### config.mk
export PLATFORM = sky130hd
export DESIGN_NAME = decoder_demux_bank_flat
export DESIGN_NICKNAME = d
export VERILOG_FILES = /design/src/rtl/decoder_demux_bank_if.sv /design/src/rtl/decoder_demux_bank.sv /design/src/flat_wrapper.sv
export SDC_FILE = /design/constraint.sdc
export NUM_CORES = 1
export LEC_CHECK = 0
export BUFFER_PORTS_ARGS = -buffer_cell sky130_fd_sc_hd__buf_2
export CAP_MARGIN = 20
export CORE_AREA = 2 2 39 41
export DETAILED_ROUTE_END_ITERATION = 10
export DIE_AREA = 0 0 41 43
export PLACE_DENSITY = 0.56
export SLEW_MARGIN = 20
export SYNTH_ARGS = -nofsm -noshare
export SYNTH_HDL_FRONTEND = slang
export SYNTH_SLANG_ARGS = --single-unit
### constraint.sdc
create_clock -name clk -period 0.8 [get_ports clk]
set_input_delay 0.16 -clock clk [delete_from_list [all_inputs] [get_ports clk]]
set_output_delay 0.16 -clock clk [all_outputs]
set_load 0.03 [all_outputs]
### src/rtl/decoder_demux_bank_if.sv
// Bundle of the decoder/demux bank's qualified inputs and its result outputs.
// The slave side is the bank itself; the master side drives inputs and observes results.
interface decoder_demux_bank_if;
  logic       in_valid;
  logic       dec_en;
  logic       dec_sel;
  logic       dec4_en;
  logic [1:0] dec4_sel;
  logic       demux_in;
  logic       demux_sel;
  logic [1:0] dec_out;
  logic [3:0] dec4_out;
  logic [1:0] demux_out;
  logic       out_valid;

  modport slave (
    input  in_valid, dec_en, dec_sel, dec4_en, dec4_sel, demux_in, demux_sel,
    output dec_out, dec4_out, demux_out, out_valid
  );

  modport master (
    output in_valid, dec_en, dec_sel, dec4_en, dec4_sel, demux_in, demux_sel,
    input  dec_out, dec4_out, demux_out, out_valid
  );
endinterface

### src/rtl/decoder_demux_bank.sv
// Three independent units: a 1:2 decoder, a 2:4 decoder and a 1:2 demux.
// REG_OUT selects one-cycle registered results or purely combinational ones.
module decoder_demux_bank #(
  parameter bit REG_OUT = 1'b1
) (
  input logic                  clk,
  input logic                  rst,
  decoder_demux_bank_if.slave  bus
);

  logic [1:0] dec_next;
  logic [3:0] dec4_next;
  logic [1:0] demux_next;

  // Shifting a single set bit by the select keeps decoder codes strictly one-hot or zero.
  always_comb begin
    dec_next   = 2'b00;
    dec4_next  = 4'b0000;
    demux_next = 2'b00;
    if (bus.dec_en)  dec_next  = 2'b01 << bus.dec_sel;
    if (bus.dec4_en) dec4_next = 4'b0001 << bus.dec4_sel;
    demux_next = {1'b0, bus.demux_in} << bus.demux_sel;
  end

  generate
    if (REG_OUT) begin : g_reg
      logic [1:0] dec_q;
      logic [3:0] dec4_q;
      logic [1:0] demux_q;
      logic       valid_q;

      // Data captures only on valid cycles and otherwise holds; valid tracks in_valid.
      always_ff @(posedge clk or posedge rst) begin
        if (rst) begin
          dec_q   <= 2'b00;
          dec4_q  <= 4'b0000;
          demux_q <= 2'b00;
          valid_q <= 1'b0;
        end else begin
          valid_q <= bus.in_valid;
          if (bus.in_valid) begin
            dec_q   <= dec_next;
            dec4_q  <= dec4_next;
            demux_q <= demux_next;
          end
        end
      end

      assign bus.dec_out   = dec_q;
      assign bus.dec4_out  = dec4_q;
      assign bus.demux_out = demux_q;
      assign bus.out_valid = valid_q;
    end else begin : g_comb
      // Data follows inputs regardless of in_valid or reset; only out_valid is gated.
      assign bus.dec_out   = dec_next;
      assign bus.dec4_out  = dec4_next;
      assign bus.demux_out = demux_next;
      assign bus.out_valid = bus.in_valid & ~rst;
    end
  endgenerate

endmodule

### src/flat_wrapper.sv
// flat-port wrapper written by rule: the top's interface ports become plain ports
module decoder_demux_bank_flat 
#(
  parameter bit REG_OUT = 1'b1
)
  (clk, rst, bus_in_valid, bus_dec_en, bus_dec_sel, bus_dec4_en, bus_dec4_sel, bus_demux_in, bus_demux_sel, bus_dec_out, bus_dec4_out, bus_demux_out, bus_out_valid);
  decoder_demux_bank_if bus_i ();
  input logic clk;
  input logic rst;
  input wire logic [$bits(bus_i.in_valid)-1:0] bus_in_valid;
  input wire logic [$bits(bus_i.dec_en)-1:0] bus_dec_en;
  input wire logic [$bits(bus_i.dec_sel)-1:0] bus_dec_sel;
  input wire logic [$bits(bus_i.dec4_en)-1:0] bus_dec4_en;
  input wire logic [$bits(bus_i.dec4_sel)-1:0] bus_dec4_sel;
  input wire logic [$bits(bus_i.demux_in)-1:0] bus_demux_in;
  input wire logic [$bits(bus_i.demux_sel)-1:0] bus_demux_sel;
  output wire logic [$bits(bus_i.dec_out)-1:0] bus_dec_out;
  output wire logic [$bits(bus_i.dec4_out)-1:0] bus_dec4_out;
  output wire logic [$bits(bus_i.demux_out)-1:0] bus_demux_out;
  output wire logic [$bits(bus_i.out_valid)-1:0] bus_out_valid;
  assign bus_i.in_valid = bus_in_valid;
  assign bus_i.dec_en = bus_dec_en;
  assign bus_i.dec_sel = bus_dec_sel;
  assign bus_i.dec4_en = bus_dec4_en;
  assign bus_i.dec4_sel = bus_dec4_sel;
  assign bus_i.demux_in = bus_demux_in;
  assign bus_i.demux_sel = bus_demux_sel;
  assign bus_dec_out = bus_i.dec_out;
  assign bus_dec4_out = bus_i.dec4_out;
  assign bus_demux_out = bus_i.demux_out;
  assign bus_out_valid = bus_i.out_valid;
  decoder_demux_bank #(.REG_OUT(REG_OUT)) u_core (.clk(clk), .rst(rst), .bus(bus_i));
endmodule
==> flow_summary.toml, run 1 <==
[finish]
antennaDiodeCount = 0
post_layout_nonfiller_instances = 76
final.fill_count = 132
area_growth_pct = 57.0
post-route-cell-area_um2 = 589
post_route_cells_drive_above_1_share_pct = 46.7
final_net_count = 71

[synthesis]
postSynth.asyncResetShare_pct = 100
post_synth_num_cell_types = 10
netlist.top_cell.by_area = "sky130_fd_sc_hd__dfrtp_1"
synthesis.yosys.warnings = 0
synthesis.area_per_instance_um2 = 10.7
synth.cells.most_frequent = "9 x sky130_fd_sc_hd__dfrtp_1, 9 x sky130_fd_sc_hd__inv_1, 5 x sky130_fd_sc_hd__o22ai_1"
synth-edff-count = 0
seq_area_frac_synth_pct = 60.0
share_of_the_synthesized_area_in_the_top_cell_type_pct = 60.0
synthFlopType = "sky130_fd_sc_hd__dfrtp_1"
syn_nets = 45
post_synth_inst_count = 35
most_area_consuming_cells_after_synthesis = "sky130_fd_sc_hd__dfrtp_1 60%, sky130_fd_sc_hd__inv_1 9.0%, sky130_fd_sc_hd__o22ai_1 8.3%, sky130_fd_sc_hd__nand3_2 5.3%, sky130_fd_sc_hd__o21ai_2 4.7%"
synthesis.area_um2 = 375
yosys_register_bits = 9

[clock_tree]
clock_sink_count = 9
clock_tree_from_tritoncts = "built"
clk-insertion-delay-late_ns = 0.25
clockBufferDepth = 2
clock_tree.htree_level_count = 1
ctsRootBufferMaster = "sky130_fd_sc_hd__clkbuf_4"
number_of_clock_buffers_inserted_by_tritoncts = 3
clk_pin_slew_worst_paths_ns = 0.06

[route]
drt_pre_antenna_iters = 3
drt-total-wl_um = 722
drt-initial-drc-count = 6
route.vias.total = 312
drc = 0
postRouteAntennaNets = 0
drt-vias-per-instance = 4.11
routedWlPerCell_um = 9.50

[worst_setup_path]
worst-endpoint-arrival_ns = 0.79
critPathLaunchType = "flop"
setup.worst_path.class = "flop to output port"
max_stage_delay_ns = 0.39
critical_path.top_delay_family = "flip-flops"
cp.required_ns = 0.64
capturing_element_type_of_the_critical_path = "output port"
crit_path_max_fanout = 2
cp_cell_sequence = "buf_6"
critical_path.slowest_cell = "sky130_fd_sc_hd__dfrtp_1"
cp.buffers_inverters = 1

[timing]
finalHoldWorstSlack_ns = 0.108
finalCriticalPeriod_ns = 0.952
worst_slew_pin_slew_ns = 0.340
finalSetupViolations = 9
timing.fmax_mhz = 1050
final_hold_viol_count = 0
finClkSkew_ns = 0
grt_setup_unrepaired = "true"
max_slew_margin_pct = 77.3
period_share_pct = 119
finalMaxSlewViolations = 0
final.setup.worst_slack_ns = -0.152

[status]
violated_checks = "setup timing"
result_of_the_run = "finished with violations"

[floorplan]
floorplan.initialDensity_pct = 27.1
rows = 14
die-width_um = 41
core_um2 = 1380
die_y_um = 43
die-area_um2 = 1760
boundaryPins = 19

[power_and_ir_drop]
pwr_density_cell_nw_per_um2 = 1850
ir_drop_mv = 0.708
power.leakage_nw = 0.295

[place]
final_weighted_congestion_of_routability_driven_global_placement = 0.692
post-dp-hpwl_um = 544
placedCellCount = 68
io_buffer_count = 18
placedInstanceArea_um2 = 474

[global_routing]
grt-ovfl-total = 0
grt_pass1_vias = 285
grt_first_pass_wirelength_um = 1170
grt_max_degree = 16
number_of_antenna_violations_at_the_first_check_in_global_routing = 0
groute.usage.overall_pct = 10.3

[hold_path]
hold_class = "input port to flop"

[flow_run]
maxCapViolCount = 0
-- area by class of cell --
class / count / area, um2 / area share (%)
multi-input combinational: 16 / 105 / 17.8
sequential: 9 / 225 / 38.2
clock buffer: 4 / 26.3 / 4.46
inverter: 9 / 33.8 / 5.73
timing repair buffer: 22 / 179 / 30.4
tap: 16 / 20.0 / 3.40
-- repair_timing --
action	CTS	global route
endpoints found under the setup margin	9	9
hold buffers	1	0
gates cloned	0	0
pin swaps	0	0
gates resized for setup	18	0
setup buffers	1	2
endpoints found under the hold margin	9	0
-- power breakdown --
part	switching (mW)	leakage (nW)	internal, mW
Sequential	0.0199	0.118	0.485
Combinational	0.129	0.163	0.110
Clock	0.152	0.0150	0.192
Total	0.301	0.295	0.787
-- flip-flops by register name, summed over array words and instances (netlist names) --
signal                count
u_core.bus.dec_out        2
u_core.bus.out_valid      1
u_core.bus.dec4_out       4
u_core.bus.demux_out      2
-- logic make-up after synthesis --
kind of cell,synth area share (%)
AOI/OAI and AO/OA,14.3
buffers and inverters,12.0
DFF,60.0
and+or+nand+nor,13.7
-- layer usage --
metal / global-route usage, % / vias up / share of wire (%) / routed length, um
met3: 4.71 / 2 / 4.3 / 31
met1: 12.9 / 138 / 45 / 326
met5: 0 / - / 0 / 0
li1: - / 163 / - / -
met4: 8.00 / 0 / 1.1 / 8
met2: 13.1 / 9 / 49 / 357
-- path summary, 6_finish.rpt --
kind / start / end / slack (ns) / depth (start not counted)
setup reg to reg: u_core.bus.dec4_out[1] / u_core.bus.dec4_out[1] / 0.04 / 3
max in group asynchronous: rst / u_core.bus.dec_out[0] / 0.14 / 3
min in group asynchronous: rst / u_core.bus.out_valid / 0.41 / 3
hold reg to reg: u_core.bus.demux_out[1] / u_core.bus.demux_out[1] / 0.54 / 2
setup / recovery: u_core.bus.demux_out[0] / bus_demux_out[0] / -0.15 / 1
hold / removal: bus_demux_sel / u_core.bus.demux_out[0] / 0.11 / 2
-- cells in the final DEF (no fill, tap or decap) --
| master | instances |
|---|---|
| sky130_fd_sc_hd__buf_2 | 9 |
| sky130_fd_sc_hd__buf_4 | 3 |
| sky130_fd_sc_hd__buf_6 | 9 |
| sky130_fd_sc_hd__clkbuf_1 | 1 |
| sky130_fd_sc_hd__clkbuf_4 | 3 |
| sky130_fd_sc_hd__dfrtp_1 | 9 |
| sky130_fd_sc_hd__dlygate4sd3_1 | 1 |
| sky130_fd_sc_hd__inv_1 | 9 |
| sky130_fd_sc_hd__nand2_1 | 3 |
| sky130_fd_sc_hd__nand2b_1 | 2 |
| sky130_fd_sc_hd__nand3_2 | 2 |
| sky130_fd_sc_hd__nand3b_1 | 1 |
| sky130_fd_sc_hd__o21ai_1 | 1 |
| sky130_fd_sc_hd__o21ai_2 | 2 |
| sky130_fd_sc_hd__o22ai_1 | 5 |
-- per-stage QoR --
| step | worst slack (ns) | utilization, % | TNS (ns) | total power, mW |
|---|---|---|---|---|
| 6_report | -0.152 | 42.6 | -1.26 | 1.09 |
| 5_1_grt | -0.193 | 42.6 | -1.62 | 1.16 |
| 4_1_cts | -0.154 | 41.5 | -1.33 | 1.10 |
| 3_5_place_dp | 0.0388 | 34.3 | 0 | 0.697 |
| 3_3_place_gp | 0.0561 | 34.3 | 0 | 0.694 |
| 2_1_floorplan | 0.0223 | - | 0 | 0.629 |
No activity file was read; power rests on OpenSTA's default activity.
==> inputs of run 2 (changes only) <==
--- a/config.mk
+++ b/config.mk
@@ -5,12 +5,13 @@
 export SDC_FILE = /design/constraint.sdc
 export NUM_CORES = 1
 export LEC_CHECK = 0
+export ABC_AREA = 1
 export BUFFER_PORTS_ARGS = -buffer_cell sky130_fd_sc_hd__buf_2
 export CAP_MARGIN = 20
 export CORE_AREA = 2 2 39 41
 export DETAILED_ROUTE_END_ITERATION = 10
 export DIE_AREA = 0 0 41 43
-export PLACE_DENSITY = 0.56
+export PLACE_DENSITY = 0.55
 export SLEW_MARGIN = 20
 export SYNTH_ARGS = -nofsm -noshare
 export SYNTH_HDL_FRONTEND = slang
==> run 2 against run 1 <==
Net effect: critical endpoint is now bus_dec4_out[3]; the flow still finishes with violations (setup timing); clock-buffer cell count unchanged; final area increased by 3.8%; core utilization increased by 1.6 points; routed wire length increased by 23%; sequential power about the same; via count increased by 12%; global-route usage increased by 2.3 points; area after synthesis decreased by 3.0%; setup slack got worse by 0.013 ns; final cell count increased by 14%; die area unchanged; synthesized cell count increased by 20%.
==> flow_summary.toml, run 2 <==
[status]
result_of_the_run = "finished with violations"
violated_checks = "setup timing"

[synthesis]
share_of_the_synthesized_area_in_the_top_cell_type_pct = 61.9
synth.cells.most_frequent = "21 x sky130_fd_sc_hd__nand2_1, 9 x sky130_fd_sc_hd__dfrtp_1, 4 x sky130_fd_sc_hd__inv_1"
synth-edff-count = 0
most_common_cell_in_the_netlist = "sky130_fd_sc_hd__nand2_1"
netlist.top_cell.by_area = "sky130_fd_sc_hd__dfrtp_1"
postSynth.asyncResetShare_pct = 100
syn_nets = 52
synthesis.area_per_instance_um2 = 8.67
post_synth_num_cell_types = 9
most_area_consuming_cells_after_synthesis = "sky130_fd_sc_hd__dfrtp_1 62%, sky130_fd_sc_hd__nand2_1 22%, sky130_fd_sc_hd__inv_1 4.1%, sky130_fd_sc_hd__nor2_4 3.1%, sky130_fd_sc_hd__nand3_1 2.7%"
synthFlopType = "sky130_fd_sc_hd__dfrtp_1"
synthesis.area_um2 = 364
seq_area_frac_synth_pct = 61.9
yosys_register_bits = 9
synthesis.yosys.warnings = 0
post_synth_inst_count = 42

[place]
dpl_worst_slack_ns = 0.0664
post-dp-hpwl_um = 625
placedInstanceArea_um2 = 474
io_buffer_count = 18
final_weighted_congestion_of_routability_driven_global_placement = 0.676

[route]
routedWlPerCell_um = 10.2
route.vias.total = 349
drt-vias-per-instance = 4.01
drc = 0
postRouteAntennaNets = 0
drt-initial-drc-count = 13
drt-total-wl_um = 891
drt_pre_antenna_iters = 4

[worst_setup_path]
worst-endpoint-arrival_ns = 0.80
crit_path_max_fanout = 2
max_stage_delay_ns = 0.40
cp_cell_sequence = "buf_6"
cp.buffers_inverters = 1
capturing_element_type_of_the_critical_path = "output port"
critPathLaunchType = "flop"
cp.required_ns = 0.64
critical_path.top_delay_family = "flip-flops"
critical_path.slowest_cell = "sky130_fd_sc_hd__dfrtp_1"
register_to_register_setup_slack_ns = 0.05
setup.worst_path.class = "flop to output port"

[global_routing]
grt_first_pass_wirelength_um = 1370
grt-ovfl-total = 0
grt_max_degree = 11
groute.usage.overall_pct = 12.6
number_of_antenna_violations_at_the_first_check_in_global_routing = 0
grt_pass1_vias = 338

[timing]
finalCriticalPeriod_ns = 0.965
period_share_pct = 121
final_hold_viol_count = 0
grt_setup_unrepaired = "true"
finalMaxSlewViolations = 0
finClkSkew_ns = 0
finalSetupViolations = 9
final.setup.worst_slack_ns = -0.165
timing.fmax_mhz = 1040
max_slew_margin_pct = 76.2
worst_slew_pin_slew_ns = 0.356

[clock_tree]
clockBufferDepth = 2
clock_sink_count = 9
ctsRootBufferMaster = "sky130_fd_sc_hd__clkbuf_4"
clk-insertion-delay-late_ns = 0.26
clk_pin_slew_worst_paths_ns = 0.06
number_of_clock_buffers_inserted_by_tritoncts = 3
clock_tree_from_tritoncts = "built"
clock_tree.htree_level_count = 1

[finish]
total_area_of_multi_input_combinational_cells_um2 = 120
final_cell_mix = "21 x sky130_fd_sc_hd__nand2_1, 9 x sky130_fd_sc_hd__buf_2, 9 x sky130_fd_sc_hd__buf_6, 9 x sky130_fd_sc_hd__dfrtp_1, 6 x sky130_fd_sc_hd__buf_4"
antennaDiodeCount = 0
post-route-cell-area_um2 = 612
fin_util_pct = 44.2
most_frequent_standard_cell_in_the_layout_excluding_fill_and_tap_cells = "sky130_fd_sc_hd__nand2_1"
largest_register_ff_count = 4
layout.area.seq_um2 = 225
final_net_count = 82
area_growth_pct = 68.0
post_route_cells_drive_above_1_share_pct = 42.3
final.fill_count = 146

[power_and_ir_drop]
power.leakage_nw = 0.357
switching_part_of_the_total_power_pct = 28.5
ir_drop_mv = 0.671
design_power_total_mw = 1.11
power.internal_mw = 0.793
comb_power_share_pct = 22.3
pwr_density_cell_nw_per_um2 = 1810
power.share.clock_pct = 32.2
netSwitchingPower_mw = 0.316
reg_power_share_pct = 45.4

[floorplan]
boundaryPins = 19
core_um2 = 1380
die-width_um = 41
die-area_um2 = 1760
die_y_um = 43
floorplan.initialDensity_pct = 26.3
rows = 14

[hold_path]
hold_class = "input port to flop"

[flow_run]
maxCapViolCount = 0
## run 2: what timing repair did
item                                   CTS  global route
hold buffers                             1             0
endpoints found under the hold margin    9             0
cloned                                   0             0
setup endpoints to repair                9             9
setup buffers                            6             0
resized for setup                       18             0
## run 2: worst paths after layout
path,endpoint,from,cells after the start
worst max-delay path,bus_dec4_out[3],u_core.bus.dec4_out[3],1
worst min-delay path,u_core.bus.out_valid,bus_in_valid,1
worst max register to register,u_core.bus.demux_out[0],u_core.bus.demux_out[0],3
worst min register to register,u_core.bus.dec4_out[1],u_core.bus.dec4_out[1],2
max in group asynchronous,u_core.bus.dec4_out[2],rst,3
min in group asynchronous,u_core.bus.dec4_out[3],rst,3
## run 2: cell type report
class                           count  area share, %
Multi-Input combinational cell     28           19.6
Tap cell                           16           3.27
Clock buffer                        4           4.29
Timing Repair Buffer               25           32.9
Sequential cell                     9           36.8
Inverter                            5           3.07
## run 2: metal layers
| metal | routed length [um] | share of wire (%) | up-vias | track usage, % |
|---|---|---|---|---|
| met2 | 423 | 47 | 15 | 18.1 |
| met5 | 0 | 0 | - | 0 |
| met1 | 369 | 41 | 149 | 13.2 |
| li1 | - | - | 183 | - |
| met3 | 79 | 8.9 | 2 | 6.28 |
| met4 | 19 | 2.1 | 0 | 10.0 |
## run 2: kinds of logic after synthesis
logic type,share of synthesized area [%]
buffers and inverters,5.15
AOI/OAI and AO/OA,2.75
DFF,61.9
and+or+nand+nor,30.2
## run 2: power groups by stage
stage                     clock network, mW  registers [mW]  logic (mW)
after floorplan                           0           0.567      0.0475
after CTS                             0.370           0.504       0.251
after global routing                  0.395           0.508       0.271
after global placement                    0           0.507       0.178
final                                 0.358           0.504       0.248
after detailed placement                  0           0.507       0.181
## run 2: per-stage QoR
step | setup TNS, ns | std cells | hold WS, ns
floorplan | 0 | 42 | -0.0121
global placement | 0 | 76 | 0.138
detailed placement | 0 | 76 | 0.145
CTS | -1.42 | 87 | 0.0758
global route | -1.66 | 87 | 0.0768
finish | -1.35 | 87 | 0.0807
==> inputs of run 3 (changes only) <==
--- a/config.mk
+++ b/config.mk
@@ -7,11 +7,13 @@
 export LEC_CHECK = 0
 export ABC_AREA = 1
 export BUFFER_PORTS_ARGS = -buffer_cell sky130_fd_sc_hd__buf_2
-export CAP_MARGIN = 20
-export CORE_AREA = 2 2 39 41
+export CELL_PAD_IN_SITES_DETAIL_PLACEMENT = 2
+export CELL_PAD_IN_SITES_GLOBAL_PLACEMENT = 2
+export CORE_MARGIN = 2
+export CORE_UTILIZATION = 21
 export DETAILED_ROUTE_END_ITERATION = 10
-export DIE_AREA = 0 0 41 43
-export PLACE_DENSITY = 0.55
+export PLACE_DENSITY = 0.72
+export RECOVER_POWER = 50
 export SLEW_MARGIN = 20
 export SYNTH_ARGS = -nofsm -noshare
 export SYNTH_HDL_FRONTEND = slang
==> run 3 against run 2 <==
Net effect: final cell count up 3.4%; setup slack better by 0.011 ns; hold slack better by 0.025 ns; critical endpoint is now bus_demux_out[1]; power up 0.12%; critical path depth unchanged; core utilization down 6.4 points; sequential share of layout area down 1.2 points; the run still ends with setup timing left; largest power group unchanged; largest cell class unchanged; flip-flop and latch count unchanged.
==> flow_summary.toml, run 3 (same netlist as run 2, synthesis figures left out) <==
[power_and_ir_drop]
power.leakage_nw = 0.362
design_power_total_mw = 1.11
ir_drop_mv = 0.427
pwr_density_cell_nw_per_um2 = 1760

[global_routing]
grt_use_met2_pct = 19.2
gr-max-usage-layer = "met2"
grt_first_pass_wirelength_um = 1700
grt_pass1_vias = 415
grt_max_degree = 11
groute.usage.overall_pct = 11.9
grt-ovfl-total = 0
globalRouteMet3Util_pct = 1.19
gr-usage-met1_pct = 14.4
number_of_antenna_violations_at_the_first_check_in_global_routing = 0

[floorplan]
die-width_um = 45.6
core_um2 = 1670
floorplan.initialDensity_pct = 21.8
die_y_um = 45.6
die-area_um2 = 2080
boundaryPins = 19
rows = 15

[status]
violated_checks = "setup timing"
result_of_the_run = "finished with violations"

[finish]
largest_register_ff_count = 4
post_layout_nonfiller_instances = 90
post_route_cells_drive_above_1_share_pct = 43.8
antennaDiodeCount = 0
final_cell_mix = "19 x sky130_fd_sc_hd__nand2_1, 10 x sky130_fd_sc_hd__buf_6, 9 x sky130_fd_sc_hd__dfrtp_1"
final_net_count = 84
area_growth_pct = 73.5
most_frequent_standard_cell_in_the_layout_excluding_fill_and_tap_cells = "sky130_fd_sc_hd__nand2_1"

[route]
drt-initial-drc-count = 0
route.vias.total = 390
drc = 0
routedWlPerCell_um = 12.0
drt-vias-per-instance = 4.33
postRouteAntennaNets = 0
drt-total-wl_um = 1080
drt_pre_antenna_iters = 1

[hold_path]
min-delay-start = "bus_demux_sel"
worst_hold_path.endpoint = "u_core.bus.demux_out[0]"
min_delay_path_depth = 2
hold_class = "input port to flop"

[clock_tree]
clk-insertion-delay-late_ns = 0.25
clock_sink_count = 9
ctsRootBufferMaster = "sky130_fd_sc_hd__clkbuf_4"
clock_tree.htree_level_count = 1
clk_pin_slew_worst_paths_ns = 0.06
number_of_clock_buffers_inserted_by_tritoncts = 3
clockBufferDepth = 2
clock_tree_from_tritoncts = "built"

[timing]
finalCriticalPeriod_ns = 0.954
finClkSkew_ns = 0
max_slew_margin_pct = 76.1
grt_setup_unrepaired = "true"
final_hold_viol_count = 0
timing.fmax_mhz = 1050
final.setup.worst_slack_ns = -0.154
finalMaxSlewViolations = 0
finalSetupViolations = 10
worst_slew_pin_slew_ns = 0.358
period_share_pct = 119

[worst_setup_path]
register_to_register_setup_slack_ns = -0.03
cp.required_ns = 0.64
worst_r2r_dst = "u_core.bus.dec4_out[0]"
critical_path.slowest_cell = "sky130_fd_sc_hd__dfrtp_1"
critPathLaunch = "u_core.bus.demux_out[1]"
critPathLaunchType = "flop"
r2r_cells = 4
regToRegStartpoint = "u_core.bus.dec4_out[0]"
critical_path.top_delay_family = "flip-flops"
capturing_element_type_of_the_critical_path = "output port"
setup.worst_path.class = "flop to output port"
cp_cell_sequence = "buf_6"
worst-endpoint-arrival_ns = 0.79
cp.buffers_inverters = 1
crit_path_max_fanout = 2
max_stage_delay_ns = 0.40

[place]
io_buffer_count = 18
placedCellCount = 77
final_weighted_congestion_of_routability_driven_global_placement = 0.688
post-dp-hpwl_um = 785

[flow_run]
maxCapViolCount = 0
## run 3: changes by cell type in the layout (fill, tap and decap cells not counted), sizes merged
| cell | delta |
|---|---|
| buf | -2 |
| clkbuf | +4 |
## run 3: worst max path at each step
stage                                   endpoint  depth (start not counted)
after floorplan           u_core.bus.dec4_out[3]                          2
after global placement    u_core.bus.dec4_out[2]                          5
after detailed placement  u_core.bus.dec4_out[0]                          5
after CTS                       bus_demux_out[1]                          1
after global routing             bus_dec4_out[1]                          1
final                           bus_demux_out[1]                          1
## run 3: layout make-up
type / count / area (um2)
Tap cell: 17 / 21.3
Fill cell: 191 / 1040
Multi-Input combinational cell: 28 / 125
Sequential cell: 9 / 225
Timing Repair Buffer: 27 / 215
Clock buffer: 4 / 26.3
Inverter: 5 / 18.8
## run 3: stage by stage
stage          TNS, ns  utilization, %  hold slack [ns]  cell area [um2]  setup WS [ns]
5_1_grt          -1.60            37.8            0.104              632         -0.180
2_1_floorplan        0               -          -0.0121              364         0.0456
3_5_place_dp         0            28.5            0.151              475         0.0496
3_3_place_gp         0            28.5            0.142              475         0.0692
4_1_cts          -1.39            36.7           0.0779              613         -0.171
6_report         -1.28            37.8            0.105              632         -0.154
## run 3: routing by layer
layer	share of wire [%]	up-vias
li1	-	187
met1	40	186
met2	53	15
met3	5.3	2
met4	1.8	0
met5	0	-
## run 3: where the power goes
group | internal (mW) | total [mW] | leakage (nW) | switching (mW)
Combinational | 0.121 | 0.263 | 0.229 | 0.141
Clock | 0.192 | 0.344 | 0.0150 | 0.152
Sequential | 0.485 | 0.504 | 0.118 | 0.0197
## run 3: worst reg2reg max path, delay by kind of cell, from the launching register on
family / cells / cell delay (ns)
buffers and inverters: 2 / 0.24
DFF: 1 / 0.39
and+or+nand+nor: 2 / 0.10
## run 3: what timing repair did
action	4_1_cts	5_1_grt
buffers inserted	6	3
gates resized for setup	18	5
hold endpoints to repair	9	0
pin swaps	0	1
setup endpoints to repair	9	10
hold buffers	1	0
